File: config.mk
export PLATFORM = sky130hd
export DESIGN_NAME = pipe_ctrl_unit
export DESIGN_NICKNAME = d
export VERILOG_FILES = /design/src/rtl/pipe_ctrl_pkg.sv /design/src/rtl/pipe_ctrl_unit_decoder.sv /design/src/rtl/pipe_ctrl_unit.sv
export SDC_FILE = /design/constraint.sdc
export NUM_CORES = 1
export LEC_CHECK = 0
export ABC_AREA = 1
export CORE_ASPECT_RATIO = 0.9
export CORE_MARGIN = 1
export CORE_UTILIZATION = 52
export DETAILED_ROUTE_END_ITERATION = 10
export GPL_TIMING_DRIVEN = 0
export PLACE_DENSITY = 0.85
export SLEW_MARGIN = 40
export SYNTH_ARGS = -nofsm -noshare
export SYNTH_HDL_FRONTEND = slang
export SYNTH_HIERARCHICAL = 1
export SYNTH_SLANG_ARGS = --single-unit
export TNS_END_PERCENT = 20
File: constraint.sdc
create_clock -name clk -period 5.1 [get_ports clk]
set_clock_uncertainty 0.2 [all_clocks]
set_input_delay 1.02 -clock clk [delete_from_list [all_inputs] [get_ports clk]]
set_output_delay 1.02 -clock clk [all_outputs]
set_load 0.01 [all_outputs]
File: src/rtl/pipe_ctrl_pkg.sv
// Shared encodings and the control bundle carried down the pipeline control registers.
package pipe_ctrl_pkg;

    localparam int unsigned OPC_WIDTH  = 6;
    localparam int unsigned FUNC_WIDTH = 6;
    localparam int unsigned REG_WIDTH  = 5;
    localparam int unsigned PCS_WIDTH  = 2;

    localparam logic [OPC_WIDTH-1:0] OP_LW    = 6'b100011;
    localparam logic [OPC_WIDTH-1:0] OP_SW    = 6'b101011;
    localparam logic [OPC_WIDTH-1:0] OP_ADDI  = 6'b001000;
    localparam logic [OPC_WIDTH-1:0] OP_RTYPE = 6'b000000;
    localparam logic [OPC_WIDTH-1:0] OP_BEQ   = 6'b000100;
    localparam logic [OPC_WIDTH-1:0] OP_BNE   = 6'b000101;
    localparam logic [OPC_WIDTH-1:0] OP_J     = 6'b000010;
    localparam logic [OPC_WIDTH-1:0] OP_NOP   = 6'b000001;

    localparam logic [FUNC_WIDTH-1:0] ADDF = 6'b100000;
    localparam logic [FUNC_WIDTH-1:0] NOPF = 6'b000000;

    localparam logic [PCS_WIDTH-1:0] PC_SEQ = 2'b00;
    localparam logic [PCS_WIDTH-1:0] PC_BR  = 2'b01;
    localparam logic [PCS_WIDTH-1:0] PC_JMP = 2'b10;

    typedef struct packed {
        logic                  alu_src;
        logic                  reg_dst;
        logic [FUNC_WIDTH-1:0] func;
        logic                  mem_read;
        logic                  mem_write;
        logic                  reg_write;
        logic                  mem_to_reg;
        logic [REG_WIDTH-1:0]  dst;
    } ctrl_bundle_t;

    localparam ctrl_bundle_t BUBBLE = '0;

endpackage

File: src/rtl/pipe_ctrl_unit_decoder.sv
// Combinational ID-stage decode: opcode to control bundle, source-use flags and illegal flag.
module ctrl_decoder
    import pipe_ctrl_pkg::*;
(
    input  logic [OPC_WIDTH-1:0]  opcode,
    input  logic [FUNC_WIDTH-1:0] func_in,
    input  logic [REG_WIDTH-1:0]  rt,
    input  logic [REG_WIDTH-1:0]  rd,
    output ctrl_bundle_t          bundle,
    output logic                  uses_rs,
    output logic                  uses_rt,
    output logic                  illegal
);

    always_comb begin
        bundle  = BUBBLE;
        uses_rs = 1'b0;
        uses_rt = 1'b0;
        illegal = 1'b0;
        case (opcode)
            OP_LW: begin
                bundle.alu_src    = 1'b1;
                bundle.mem_read   = 1'b1;
                bundle.reg_write  = 1'b1;
                bundle.mem_to_reg = 1'b1;
                bundle.func       = ADDF;
                uses_rs           = 1'b1;
            end
            OP_SW: begin
                bundle.alu_src   = 1'b1;
                bundle.mem_write = 1'b1;
                bundle.func      = ADDF;
                uses_rs          = 1'b1;
                uses_rt          = 1'b1;
            end
            OP_ADDI: begin
                bundle.alu_src   = 1'b1;
                bundle.reg_write = 1'b1;
                bundle.func      = ADDF;
                uses_rs          = 1'b1;
            end
            OP_RTYPE: begin
                bundle.reg_dst   = 1'b1;
                bundle.reg_write = 1'b1;
                bundle.func      = func_in;
                uses_rs          = 1'b1;
                uses_rt          = 1'b1;
            end
            OP_BEQ, OP_BNE: begin
                uses_rs = 1'b1;
                uses_rt = 1'b1;
            end
            OP_J, OP_NOP: ;
            default: illegal = 1'b1;
        endcase

        // Loads keep mem_read even when targeting r0 so the access still happens.
        if (bundle.reg_write) begin
            bundle.dst = bundle.reg_dst ? rd : rt;
            if (bundle.dst == '0)
                bundle.reg_write = 1'b0;
        end else if (bundle.mem_read) begin
            bundle.dst = rt;
        end
    end

endmodule

File: src/rtl/pipe_ctrl_unit.sv
// Pipelined control: ID decode, ID/EX..MEM/WB control registers, interlocks, redirect and freeze.
module pipe_ctrl_unit
    import pipe_ctrl_pkg::*;
#(
    parameter int unsigned REG_W     = 5,
    parameter int unsigned FUNC_W    = 6,
    parameter bit          HAZARD_EN = 1'b1
) (
    input  logic              clk,
    input  logic              rst,
    input  logic [5:0]        opcode,
    input  logic [FUNC_W-1:0] func_in,
    input  logic [REG_W-1:0]  id_rs,
    input  logic [REG_W-1:0]  id_rt,
    input  logic [REG_W-1:0]  id_rd,
    input  logic              eq_regs,
    input  logic              mem_busy,
    output logic              pc_write,
    output logic              if_id_write,
    output logic              if_id_flush,
    output logic [1:0]        pc_src,
    output logic              illegal,
    output logic              ex_alu_src,
    output logic [FUNC_W-1:0] ex_func,
    output logic [REG_W-1:0]  ex_dst,
    output logic              mem_read,
    output logic              mem_write,
    output logic [REG_W-1:0]  mem_dst,
    output logic              wb_reg_write,
    output logic              wb_mem_to_reg,
    output logic [REG_W-1:0]  wb_dst
);

    ctrl_bundle_t         dec, id_ex, ex_mem, mem_wb;
    logic                 uses_rs, uses_rt;
    logic [REG_WIDTH-1:0] rs, rt;
    logic                 is_branch, is_jump, taken;
    logic                 ex_hit, mem_hit, load_use, br_hazard, stall;

    assign rs = REG_WIDTH'(id_rs);
    assign rt = REG_WIDTH'(id_rt);

    ctrl_decoder u_dec (
        .opcode  (OPC_WIDTH'(opcode)),
        .func_in (FUNC_WIDTH'(func_in)),
        .rt      (rt),
        .rd      (REG_WIDTH'(id_rd)),
        .bundle  (dec),
        .uses_rs (uses_rs),
        .uses_rt (uses_rt),
        .illegal (illegal)
    );

    assign is_branch = (opcode == OP_BEQ) || (opcode == OP_BNE);
    assign is_jump   = (opcode == OP_J);
    assign taken     = ((opcode == OP_BEQ) && eq_regs) || ((opcode == OP_BNE) && !eq_regs);

    // Interlock detection; branches compare in ID so they need operands one stage earlier.
    assign load_use  = id_ex.mem_read && (id_ex.dst != '0) &&
                       ((uses_rs && (id_ex.dst == rs)) || (uses_rt && (id_ex.dst == rt)));
    assign ex_hit    = id_ex.reg_write && ((id_ex.dst == rs) || (id_ex.dst == rt));
    assign mem_hit   = ex_mem.mem_read && (ex_mem.dst != '0) &&
                       ((ex_mem.dst == rs) || (ex_mem.dst == rt));
    assign br_hazard = is_branch && (ex_hit || mem_hit);
    assign stall     = HAZARD_EN && (load_use || br_hazard);

    always_ff @(posedge clk) begin
        if (rst) begin
            id_ex  <= BUBBLE;
            ex_mem <= BUBBLE;
            mem_wb <= BUBBLE;
        end else if (!mem_busy) begin
            id_ex  <= stall ? BUBBLE : dec;
            ex_mem <= id_ex;
            mem_wb <= ex_mem;
        end
    end

    // Front-end steering: rst > freeze > stall > redirect > advance.
    always_comb begin
        pc_write    = 1'b0;
        if_id_write = 1'b0;
        if_id_flush = 1'b0;
        pc_src      = PC_SEQ;
        if (!rst && !mem_busy && !stall) begin
            pc_write    = 1'b1;
            if_id_write = 1'b1;
            if (is_jump) begin
                pc_src      = PC_JMP;
                if_id_flush = 1'b1;
            end else if (taken) begin
                pc_src      = PC_BR;
                if_id_flush = 1'b1;
            end
        end
    end

    assign ex_alu_src    = id_ex.alu_src;
    assign ex_func       = FUNC_W'(id_ex.func);
    assign ex_dst        = REG_W'(id_ex.dst);
    assign mem_read      = ex_mem.mem_read;
    assign mem_write     = ex_mem.mem_write;
    assign mem_dst       = REG_W'(ex_mem.dst);
    assign wb_reg_write  = mem_wb.reg_write;
    assign wb_mem_to_reg = mem_wb.mem_to_reg;
    assign wb_dst        = REG_W'(mem_wb.dst);

endmodule

# Yosys cells after proc, flatten, opt, wreduce, memory -nomap -nowiden
# Index checks and enable logic that the tools add are counted.
# classes
n_eq_ne	11
mux	22
reduce_logical	32
# op_table
op	n
$eq 5x5->1	4
$mux 17	1
$mux 1	15
$mux 5	3
$eq 6x3->1 const B	2
$eq 6x6->1 const B	2
$logic_and 1x1->1	12
$pmux 6 s2	1
$reduce_bool 5->1	2
$reduce_or 8->1	1
$logic_or 1x1->1	7
$eq 6x1->1 const B	1
$eq 6x2->1 const B	1
$eq 6x4->1 const B	1
$logic_not 6->1	1
$reduce_or 3->1	2
$reduce_or 6->1	1
$logic_not 5->1	1
$logic_not 1->1	4
$mux 2	2
$reduce_or 4->1	1
# totals
ff_bits	32
inputBits	31
out_inout_bits	32
elab_cells	80

# Logic depth before layout (Yosys ltp)
# logic_depth
word_depth	10
mapped_depth	12
ltp_nobuf	12

# Modules after synthesis
# Netlist, hierarchy kept.
# by_module_without_submodules
mod	instances	cells_per_inst	area_each_um2	seq_area_each_um2
pipe_ctrl_unit	1	298	1893.1	640.6
ctrl_decoder	1	70	334.1	0.0

# Least setup slack after synthesis
# Ideal clock, no wire load.
# synth_timing
path_type	input -> output
start	in opcode[4]
end	out pc_write
arrival_ns	2.157
required_ns	3.880
setup_slack_ns	1.723
cell_stages	10
n_path_buf	2
cell_sequence	nor2_2 > nand3_2 > buf_6 > o211ai_1 > nand4_1 > nand2_2 > nand2_1 > nand3_1 > inv_1 > buf_4
# synth_via
elab_chain_cells	10
elab_cells_between_ends	20
classes_between	5 x eq/ne; 3 x mux; 12 x reduce/logical
# synth_lines
item	line	rtl
start, declared	pipe_ctrl_unit.sv:11	input logic [5:0] opcode,
$eq 6x3->1, or another cell as far along	pipe_ctrl_unit_decoder.sv:20	case (opcode)
$reduce_or 4->1 (no source line) (*)	--	
$mux 1 (*)	pipe_ctrl_unit_decoder.sv:20	
net uses_rt	pipe_ctrl_unit.sv:35	logic uses_rs, uses_rt;
$logic_and 1x1->1 (*)	pipe_ctrl_unit.sv:60	((uses_rs && (id_ex.dst == rs)) || (uses_rt && (id_ex.dst == rt)));
$logic_or 1x1->1 (*)	pipe_ctrl_unit.sv:60	
$logic_and 1x1->1 (*)	pipe_ctrl_unit.sv:59	assign load_use = id_ex.mem_read && (id_ex.dst != '0) &&
$logic_or 1x1->1 (*)	pipe_ctrl_unit.sv:65	assign stall = HAZARD_EN && (load_use || br_hazard);
$logic_not 1->1 (*)	pipe_ctrl_unit.sv:85	if (!rst && !mem_busy && !stall) begin
$logic_and 1x1->1 (*)	pipe_ctrl_unit.sv:85	
$mux 1 (*)	--	
end, declared	pipe_ctrl_unit.sv:18	output logic pc_write,
# Mark *: on every way through the listed nets, which the timed path passes. The rest lies on a longest branch.

# Worst setup path after layout
# layout_timing
start	in opcode[3]
end	out pc_write
# layout_via
elab_chain_cells	10
elab_cells_between_ends	20
classes_between	5 x eq/ne; 3 x mux; 12 x reduce/logical
# layout_lines
item	line
$eq 6x3->1, or another cell as far along	pipe_ctrl_unit_decoder.sv:20
$reduce_or 4->1 (no source line) (*)	--
$mux 1 (*)	pipe_ctrl_unit_decoder.sv:20
net uses_rt	pipe_ctrl_unit.sv:35
$logic_and 1x1->1 (*)	pipe_ctrl_unit.sv:60
$logic_or 1x1->1 (*)	pipe_ctrl_unit.sv:60
$logic_and 1x1->1 (*)	pipe_ctrl_unit.sv:59
$logic_or 1x1->1 (*)	pipe_ctrl_unit.sv:65
$logic_not 1->1 (*)	pipe_ctrl_unit.sv:85
$logic_and 1x1->1 (*)	pipe_ctrl_unit.sv:85
$mux 1 (*)	pipe_ctrl_unit.sv:85
# Marked as above.

==> results.toml <==
[sta]
finalSetupViolCount = 0
min_period_ns = 4.55
fin_setup_tns_ns = 0
finalWorstSetupSlack_ns = 0.549
max_freq_ghz = 0.220
finalCritPeriodShare_pct = 89.2
finalMaxSlewViolations = 0
worst_pin_slew_ns = 0.498
slew_headroom_pct = 66.8
rsz0062_at_grt = "false"
finalHoldViolCount = 0

[critical_path]
crit_chain = "clkdlybuf4s50_1 -> nor2_2 -> nand3_2 -> buf_6 -> o211ai_1 -> nand4_1 -> nand2_2 -> nand2_1 -> nand3_1 -> inv_1 -> buf_4 -> clkdlybuf4s50_1"
worstReg2RegEnd = "id_ex[7]$_SDFFE_PP0N_"
critPathMaxFanout = 10
critical_path_required_ns = 3.88
cp-start-kind = "primary input"
cpMostUsedCell = "clkdlybuf4s50_1"
cp_slowest_stage_delay_ns = 0.53
rrSetupSlack_ns = 3.32
crit_type = "in -> out"
cp_slowest_cell = "clkdlybuf4s50_1"
crit_arrival_ns = 3.33
timing.rr.start = "mem_dst[0]$_SDFFE_PP0N_"
ff2ff_path_depth = 12
cp-end-kind = "output port"

[placed_design]
hpwl_um = 4210
port_buffers = 60
place_ws_ns = 0.547
place_congestion = 0.928

[logic_synthesis]
syn-instance-count = 368
synth_area_sq_um = 2230
synthTopCellsByCount = "nand2_1 (111), nor2_1 (57), inv_1 (56)"
synth_seq_area_share_pct = 28.8
synth_cell_types = 29
yosys_register_bits = 32
synthArstFlopShare_pct = 0
yosysMostFrequentCell = "nand2_1"
synth_top_area_share_pct = 28.8
syn_nets = 399
synth_area_leaders = "dfxtp_1 (29%), nand2_1 (19%), nor2_1 (9.6%), inv_1 (9.4%), buf_4 (6.1%)"
postSynthAreaPerCell_sq_um = 6.05
synth_ff_type = "dfxtp_1"
yosys_warnings = 6
synth-edff-count = 0
synth_area_leader_cell = "dfxtp_1"

[clock_network]
cts_tree = "yes"
insertion_delay_ns = 0.28
cts_made_buffers = 5
clock_path_buffers = 2
cts_resized = 0
cts.sinks = 32
postCtsHoldBufs = 0
cts_setup_buffers = 0
cts_root_buffer = "clkbuf_8"
cts_htree_levels = 2
clkTransAtPathRegs_ns = 0.06

[cells_and_area]
register_area_sq_um = 641
largest_reg_flops = 6
multi_input_area_sq_um = 1140
fillerInstances = 374
num_antenna_cells = 0
final_nets = 466
final_layout_size_suffix_gt1_share_pct = 12.2
syn2layout_area_growth_pct = 35.3

[power_and_ir_drop]
peakVddDrop_mv = 0.167
power.density_nw_per_um2 = 212
leakagePower_nw = 1.48

[die]
start_util_pct = 54.3
die_w_um = 71.0
ios = 63
die_area_sq_um = 4550
rows = 22
core_area_sq_um = 4100
die_h_um = 64.1

[drt]
drt_iter0_drc = 135
drc = 5
antenna_left = 0
via_per_inst = 4.87
firstDrtPassIters = 11
routed_wl_um = 5530
vias = 2356
wl_per_cell_um = 11.4

[worst_hold_path]
worstHoldPathType = "reg -> reg"
hp-start = "ex_alu_src$_SDFFE_PP0N_"
holdPathEnd = "ex_alu_src$_SDFFE_PP0N_"
min_path_cells = 2

[outcome]
violations = "design-rule violations"
outcome = "complete, but fails checks"

[global_routing]
grt_overflow = 0
antenna_found_initial = 0
grt_usage_pct = 27.1
grt_pass1_wl_um = 9790
grt_pass1_vias = 2251
grt_max_degree = 11

[run]
drv_cap = 0
==> stage by stage <==
| stage | instances | utilization, % | total power [mW] | area, sq um | hold slack (ns) |
|---|---|---|---|---|---|
| after floorplan | 368 | - | 0.323 | 2230 | 0.226 |
| after global placement | 476 | 70.4 | 0.373 | 2890 | 0.241 |
| after detailed placement | 476 | 70.4 | 0.375 | 2890 | 0.241 |
| after CTS | 484 | 73.5 | 0.642 | 3010 | 0.260 |
| after global routing | 484 | 73.5 | 0.668 | 3010 | 0.284 |
| final | 484 | 73.5 | 0.640 | 3010 | 0.252 |
==> worst max-delay path: cells and delay by family <==
kind                   cells  cell delay [ns]
AO/OA/AOI/OAI              1             0.11
buffers and inverters      5             1.37
AND/OR/NAND/NOR            6             0.82
==> metal layers <==
layer  part of all wire [%]  up-vias  global-route usage [%]
met1                     45     1027                    32.8
met3                    6.3       13                    4.89
met2                     47       82                    48.0
met4                    2.3        0                    9.50
met5                      0        -                       0
li1                       -     1234                       -
==> cell usage in the layout (no fill, tap or decap), types with 2 or more instances in the layout <==
master / count
clkbuf_8: 7
a21oi_1: 7
nand3_1: 24
clkdlybuf4s50_1: 60
nand3_2: 4
o21ai_0: 4
nor3_1: 2
inv_2: 4
buf_6: 3
nand2_1: 111
buf_2: 2
nor2_2: 5
nand4_1: 7
nor2_1: 57
inv_1: 56
nor2_4: 2
dfxtp_1: 32
xnor2_1: 4
clkbuf_1: 4
buf_4: 18
a211oi_1: 10
nand2_2: 3
==> cells by family after synthesis <==
group,share of synthesized area [%]
xor+xnor,1.57
compound gates,7.75
buf+inv,19.9
simple gates,42.0
flops,28.8
==> worst max path at each step <==
stage / startpoint / to / slack [ns] / cells after the start
after detailed placement: opcode[3] / pc_write / 0.55 / 12
final: opcode[3] / pc_write / 0.55 / 12
after global placement: opcode[3] / pc_write / 0.57 / 12
after floorplan: opcode[4] / pc_write / 1.72 / 10
after global routing: opcode[1] / pc_write / 0.36 / 12
after CTS: opcode[3] / pc_write / 0.54 / 12
==> cell type report <==
cell class                      count  area share [%]
Buffer                             29            7.14
Clock buffer                        7            3.20
Clock inverter                      1           0.996
Inverter                           61            7.60
Multi-Input combinational cell    246            37.9
Sequential cell                    32            21.3
Tap cell                           48            1.99
Timing Repair Buffer               60            19.9
==> where the power goes <==
group | switching (mW) | leakage (nW) | total [mW] | internal, mW
clock | 0.0971 | 0.0645 | 0.269 | 0.172
sequential | 0.00436 | 0.260 | 0.260 | 0.255
combinational | 0.0571 | 1.15 | 0.111 | 0.0543
Power figures use the tool's default switching activity.
